$ cat src/rtl/boot_loader.sv
// Byte-stream boot loader: reads a counted, checksummed image of big-endian words
// into instruction memory and keeps the core in reset until the image is verified.
module boot_loader #(
   parameter logic [31:0] BASE_ADDR = 32'h0000_0000,
   parameter int          MAX_WORDS = 1024
) (
   input  logic        clk,
   input  logic        rst_n,
   input  logic [7:0]  byte_in,
   input  logic        byte_valid,
   output logic        byte_ready,
   output logic        im_we,
   output logic [31:0] im_addr,
   output logic [31:0] im_wdata,
   output logic        cpu_rst_n,
   output logic        done,
   output logic        err
);

   typedef enum logic [2:0] {CNT_HI, CNT_LO, DATA, CHK, RUN, ERR} state_t;

   localparam logic [16:0] MAX_N = 17'(MAX_WORDS);

   state_t      state, state_nxt;
   logic [7:0]  cnt_hi;
   logic [15:0] n_words;
   logic [15:0] word_idx;
   logic [1:0]  byte_idx;
   logic [23:0] asm_reg;
   logic [7:0]  csum;
   logic        accept;
   logic        last_byte;
   logic        last_word;
   logic [16:0] n_cat;

   assign byte_ready = (state == CNT_HI) || (state == CNT_LO) || (state == DATA) || (state == CHK);
   assign accept     = byte_valid && byte_ready;
   assign last_byte  = (byte_idx == 2'd3);
   assign last_word  = ((word_idx + 16'd1) == n_words);
   // 17 bits so a count above MAX_WORDS compares correctly for any MAX_WORDS
   assign n_cat      = {1'b0, cnt_hi, byte_in};

   always_ff @(posedge clk) begin
      if (!rst_n) state <= CNT_HI;
      else        state <= state_nxt;
   end

   always_comb begin
      state_nxt = state;
      case (state)
         CNT_HI: if (accept) state_nxt = CNT_LO;
         CNT_LO: if (accept) begin
            if (n_cat > MAX_N)      state_nxt = ERR;
            else if (n_cat == 17'd0) state_nxt = CHK;
            else                    state_nxt = DATA;
         end
         DATA:   if (accept && last_byte && last_word) state_nxt = CHK;
         CHK:    if (accept) state_nxt = (byte_in == csum) ? RUN : ERR;
         default: state_nxt = state;
      endcase
   end

   always_ff @(posedge clk) begin
      if (!rst_n) begin
         cnt_hi    <= '0;
         n_words   <= '0;
         word_idx  <= '0;
         byte_idx  <= '0;
         asm_reg   <= '0;
         csum      <= '0;
         im_we     <= 1'b0;
         im_addr   <= BASE_ADDR;
         im_wdata  <= '0;
         cpu_rst_n <= 1'b0;
         done      <= 1'b0;
         err       <= 1'b0;
      end else begin
         im_we <= 1'b0;
         if (im_we) im_addr <= im_addr + 32'd4;
         // status flags follow the next state so they change exactly on entry
         cpu_rst_n <= (state_nxt == RUN);
         done      <= (state_nxt == RUN);
         err       <= (state_nxt == ERR);
         if (accept) begin
            case (state)
               CNT_HI: cnt_hi  <= byte_in;
               CNT_LO: n_words <= n_cat[15:0];
               DATA: begin
                  asm_reg  <= {asm_reg[15:0], byte_in};
                  csum     <= csum ^ byte_in;
                  byte_idx <= byte_idx + 2'd1;
                  if (last_byte) begin
                     im_wdata <= {asm_reg, byte_in};
                     im_we    <= 1'b1;
                     word_idx <= word_idx + 16'd1;
                  end
               end
               default: ;
            endcase
         end
      end
   end

endmodule

$ cat config.mk
export PLATFORM = sky130hd
export DESIGN_NAME = boot_loader
export DESIGN_NICKNAME = d
export VERILOG_FILES = /design/src/rtl/boot_loader.sv
export SDC_FILE = /design/constraint.sdc
export NUM_CORES = 1
export LEC_CHECK = 0
export CAP_MARGIN = 40
export CORE_MARGIN = 2
export CORE_UTILIZATION = 60
export CTS_CLUSTER_SIZE = 40
export DETAILED_ROUTE_END_ITERATION = 8
export PLACE_DENSITY = 0.85
export RECOVER_POWER = 100
export SLEW_MARGIN = 20
export SYNTH_ARGS = -nofsm -noshare
export SYNTH_HDL_FRONTEND = slang
export SYNTH_SLANG_ARGS = --single-unit
$ cat constraint.sdc
create_clock -name clk -period 3.8 [get_ports clk]
set_input_delay 0.76 -clock clk [delete_from_list [all_inputs] [get_ports clk]]
set_output_delay 0.76 -clock clk [all_outputs]
set_load 0.05 [all_outputs]
==> results by group <==
Placed design
  • Post-DP HPWL: 9610 um
  • RD Place Congestion: 0.847
  • IO buf count: 77

Detailed routing
  • Vias per inst: 5.60
  • Drt pass-1 iters: 5
  • Post-route ant nets: 0
  • Wire length per cell: 15.0 um
  • DR iter-0 viols: 282
  • DRC violations left: 0
  • Via count: 5364
  • WL final: 14400 um

Timing
  • Worst Tran Pin Value: 2.10 ns
  • Final count of negative-setup-slack endpoints: 0
  • Setup TNS: 0 ns
  • Fmax: 354 MHz
  • Post-layout min period: 2.82 ns
  • RSZ-0062 raised after global routing: false
  • Worst slew margin: -0.401
  • Slew Viols, Final: 65
  • Layout Skew: 0.00719 ns
  • Final Hold Fails: 0
  • Final worst-path cycle share: 0.743

Cells and area
  • Final Util: 0.753
  • Max reg flops: 32
  • Fillers: 752
  • FF+latch area: 2840 sq um
  • Layout area overhead: 21.6%
  • Nets: 822
  • Footprint of the multi-input gates: 3350 sq um
  • Share of layout cells above drive strength 1: 0.0560

Yosys
  • Cell Area, Synth: 6420 sq um
  • Mux cell area share after synthesis: 0.00643
  • Top FF cell, synth: dfxtp_1
  • Syn Inst Count: 750
  • Synth Area in Simple Gates: 0.270
  • Ys async rst share: 0
  • Post-synth EDFFs: 0
  • Synth warn: 0
  • Avg Cell Area, Syn: 8.56 sq um
  • Post-synthesis xor/xnor area fraction: 0.0996
  • Adder-cell area share of the yosys netlist: 0.00585
  • Synth unique cells: 55
  • Seq cells post-synth: 142
  • Main combinational cell family by area after synthesis: simple AND/OR/NAND/NOR gates
  • Synth Area in Compound Gates: 0.139
  • Part of the Yosys area used for sequential elements: 0.443

Clock network
  • Worst-path clk slew: 0.06 ns
  • Worst-Skew Late Latency: 0.52 ns
  • Post_cts resized: 0
  • Post-CTS Setup Bufs: 0
  • CTS tree: yes
  • Clk buf depth: 2
  • # hold bufs at CTS: 0
  • TritonCTS buffer count: 17
  • CTS sink count: 142
  • CTS root buffer: clkbuf_8
  • H-tree depth: 4

Setup path
  • Crit path to: word_idx[10]
  • Setup crit start kind: input pin
  • Crit path DAT: 3.23 ns
  • CP cell instances: dlygate4sd3_1, and4bb_1, nand2_1, clkbuf_2, nor3_1, xor2_1, and2_1
  • Setup Crit Path Kind: input pin to register
  • Reg2Reg Setup Slack: 1.25 ns
  • Crit end category: register
  • Crit Reg-Reg Endpoint: word_idx[10]
  • Register-to-Register Path Depth: 6
  • Crit. Startpoint: byte_valid
  • Reg2reg start: state[1]
  • Max stage delay on crit path: 0.58 ns
  • Max FO, Critical Path: 36
  • Slowest CP cell: dlygate4sd3_1
  • Crit path required time: 4.21 ns

Power and ir drop
  • Leak: 2.85 nW
  • Clock power share: 0.502
  • Logic pwr share: 0.049
  • Overall Power: 3.41 mW
  • P per Cell Area: 437 nW/um^2
  • Sequential Power Share: 0.449
  • Net Switching: 0.764 mW
  • Pint: 2.64 mW
  • Maximum vdd drop: 0.328 mV
  • Switching share of power: 0.224

Outcome
  • Status: complete, but fails checks
  • Failing checks: capacitance limit, slew limit

Die
  • # rows: 37
  • Core area: 10400 sq um
  • Die height: 107 um
  • Die area: 11500 sq um
  • Io pins: 80
  • Starting Density: 0.619
  • Die W: 107 um

Global routing
  • Largest net degree at the start of global routing: 72
  • Initial antenna violation count: 1
  • First-pass GRT wire length: 24100 um
  • GRT Total Usage: 0.260
  • Vias in the first global route: 5171
  • GRT overflow: 0

Hold path
  • HP Class: register to register

Flow run
  • Max-Cap Viols: 1
## cells by family (layout without fill, tap and decap cells)
family | count (synthesis) | count (layout)
XOR/XNOR | 73 | 73
other | 1 | 3
flip-flops | 142 | 142
buffers and inverters | 52 | 122
adder cells (fa/ha/maj) | 3 | 3
multiplexers | 4 | 4
AO/OA/AOI/OAI | 122 | 122
AND/OR/NAND/NOR | 353 | 353
## critical path: cells and delay by family
kind	cells	cell delay, ns
xor gates and xnor gates	1	0.10
buffers and inverters	2	1.08
and+or+nand+nor	4	1.29
## synth_stat cells, types with 2 or more instances
cell type,n,area share
xor2_1,18,0.025
inv_1,7,0.0041
a21oi_1,4,0.0031
nand3_2,3,0.0047
o21ai_0,8,0.0062
a21boi_0,85,0.099
nand3b_1,3,0.0035
and4_1,5,0.0068
o211ai_1,2,0.0023
nor3_1,12,0.0094
nand4_2,2,0.0039
or3_1,10,0.0097
mux2i_1,3,0.0047
a31oi_1,2,0.0019
nor2b_1,10,0.0097
nand3_1,19,0.015
nor4_1,8,0.0078
dfxtp_1,142,0.44
nand4_1,13,0.013
a211oi_1,2,0.0023
buf_4,7,0.0082
clkbuf_1,29,0.017
nand2_1,192,0.11
ha_1,3,0.0058
and4_4,2,0.0035
o21ai_1,3,0.0023
and3_1,6,0.0058
a21boi_1,3,0.0035
and2_1,46,0.045
nor2_1,14,0.0082
buf_2,9,0.0070
xnor2_1,55,0.075
## power by group through the flow
| stage | registers, mW | logic (mW) | clock network, mW |
|---|---|---|---|
| 2_1_floorplan | 1.56 | 0.118 | 0 |
| 3_3_place_gp | 1.56 | 0.161 | 0 |
| 3_5_place_dp | 1.56 | 0.165 | 0 |
| 4_1_cts | 1.53 | 0.167 | 1.73 |
| 5_1_grt | 1.53 | 0.183 | 1.79 |
| 6_report | 1.53 | 0.166 | 1.71 |
## stage by stage
step	hold WS (ns)	setup slack [ns]	instance area, sq um	cells
CTS	0.466	1.18	7810	957
detailed placement	0.458	0.874	7200	925
finish	0.465	0.975	7810	958
floorplan	0.441	1.65	6420	751
global placement	0.453	0.912	7200	925
global route	0.493	0.815	7810	958
## routing by layer
| layer | track usage | wire [um] | up-vias |
|---|---|---|---|
| li1 | - | - | 2635 |
| met1 | 0.313 | 6200 | 2545 |
| met2 | 0.439 | 7150 | 149 |
| met3 | 0.0636 | 658 | 35 |
| met4 | 0.121 | 343 | 0 |
| met5 | 0 | 0 | - |
## worst min path at each step
stage | from | end | slack [ns] | cells past startpoint
2_1_floorplan | asm_reg[16] | im_wdata[24] | 0.44 | 2
3_3_place_gp | asm_reg[23] | im_wdata[31] | 0.45 | 2
3_5_place_dp | asm_reg[21] | asm_reg[21] | 0.46 | 2
4_1_cts | asm_reg[23] | im_wdata[31] | 0.47 | 2
5_1_grt | im_wdata[6] | im_wdata[6] | 0.49 | 2
6_report | im_wdata[6] | im_wdata[6] | 0.47 | 2
## final cells by class
cell class,instances,area share
sequential,142,0.364
clock buffer,19,0.0540
tap,136,0.0218
timing repair buffer,83,0.103
antenna,1,0.000321
inverter,7,0.00337
clock inverter,13,0.0245
multi-input combinational,557,0.429
## cells in the final DEF, fill, tap and decap left out, types with 3 or more instances in the layout
master             n
nand4_1           13
xnor2_1           55
clkinv_4           5
or3_1             10
and2_1            15
mux2i_1            3
nor2b_1           10
nor2_1            14
buf_4              4
bufinv_16          4
clkbuf_16         16
a21boi_0          88
dfxtp_1          142
o21ai_0           10
nand3_2            3
clkinvlp_4         3
nor3_1            12
and4_1             5
a21oi_1            4
nand2_1          192
dlygate4sd3_1     69
and3_1             6
clkbuf_1           4
nor4_1             8
inv_1              7
nand3_1           19
xor2_1            18
and2_0            31
clkdlybuf4s50_1    7
nand3b_1           3
ha_1               3
(Power assumes the default switching activity.)
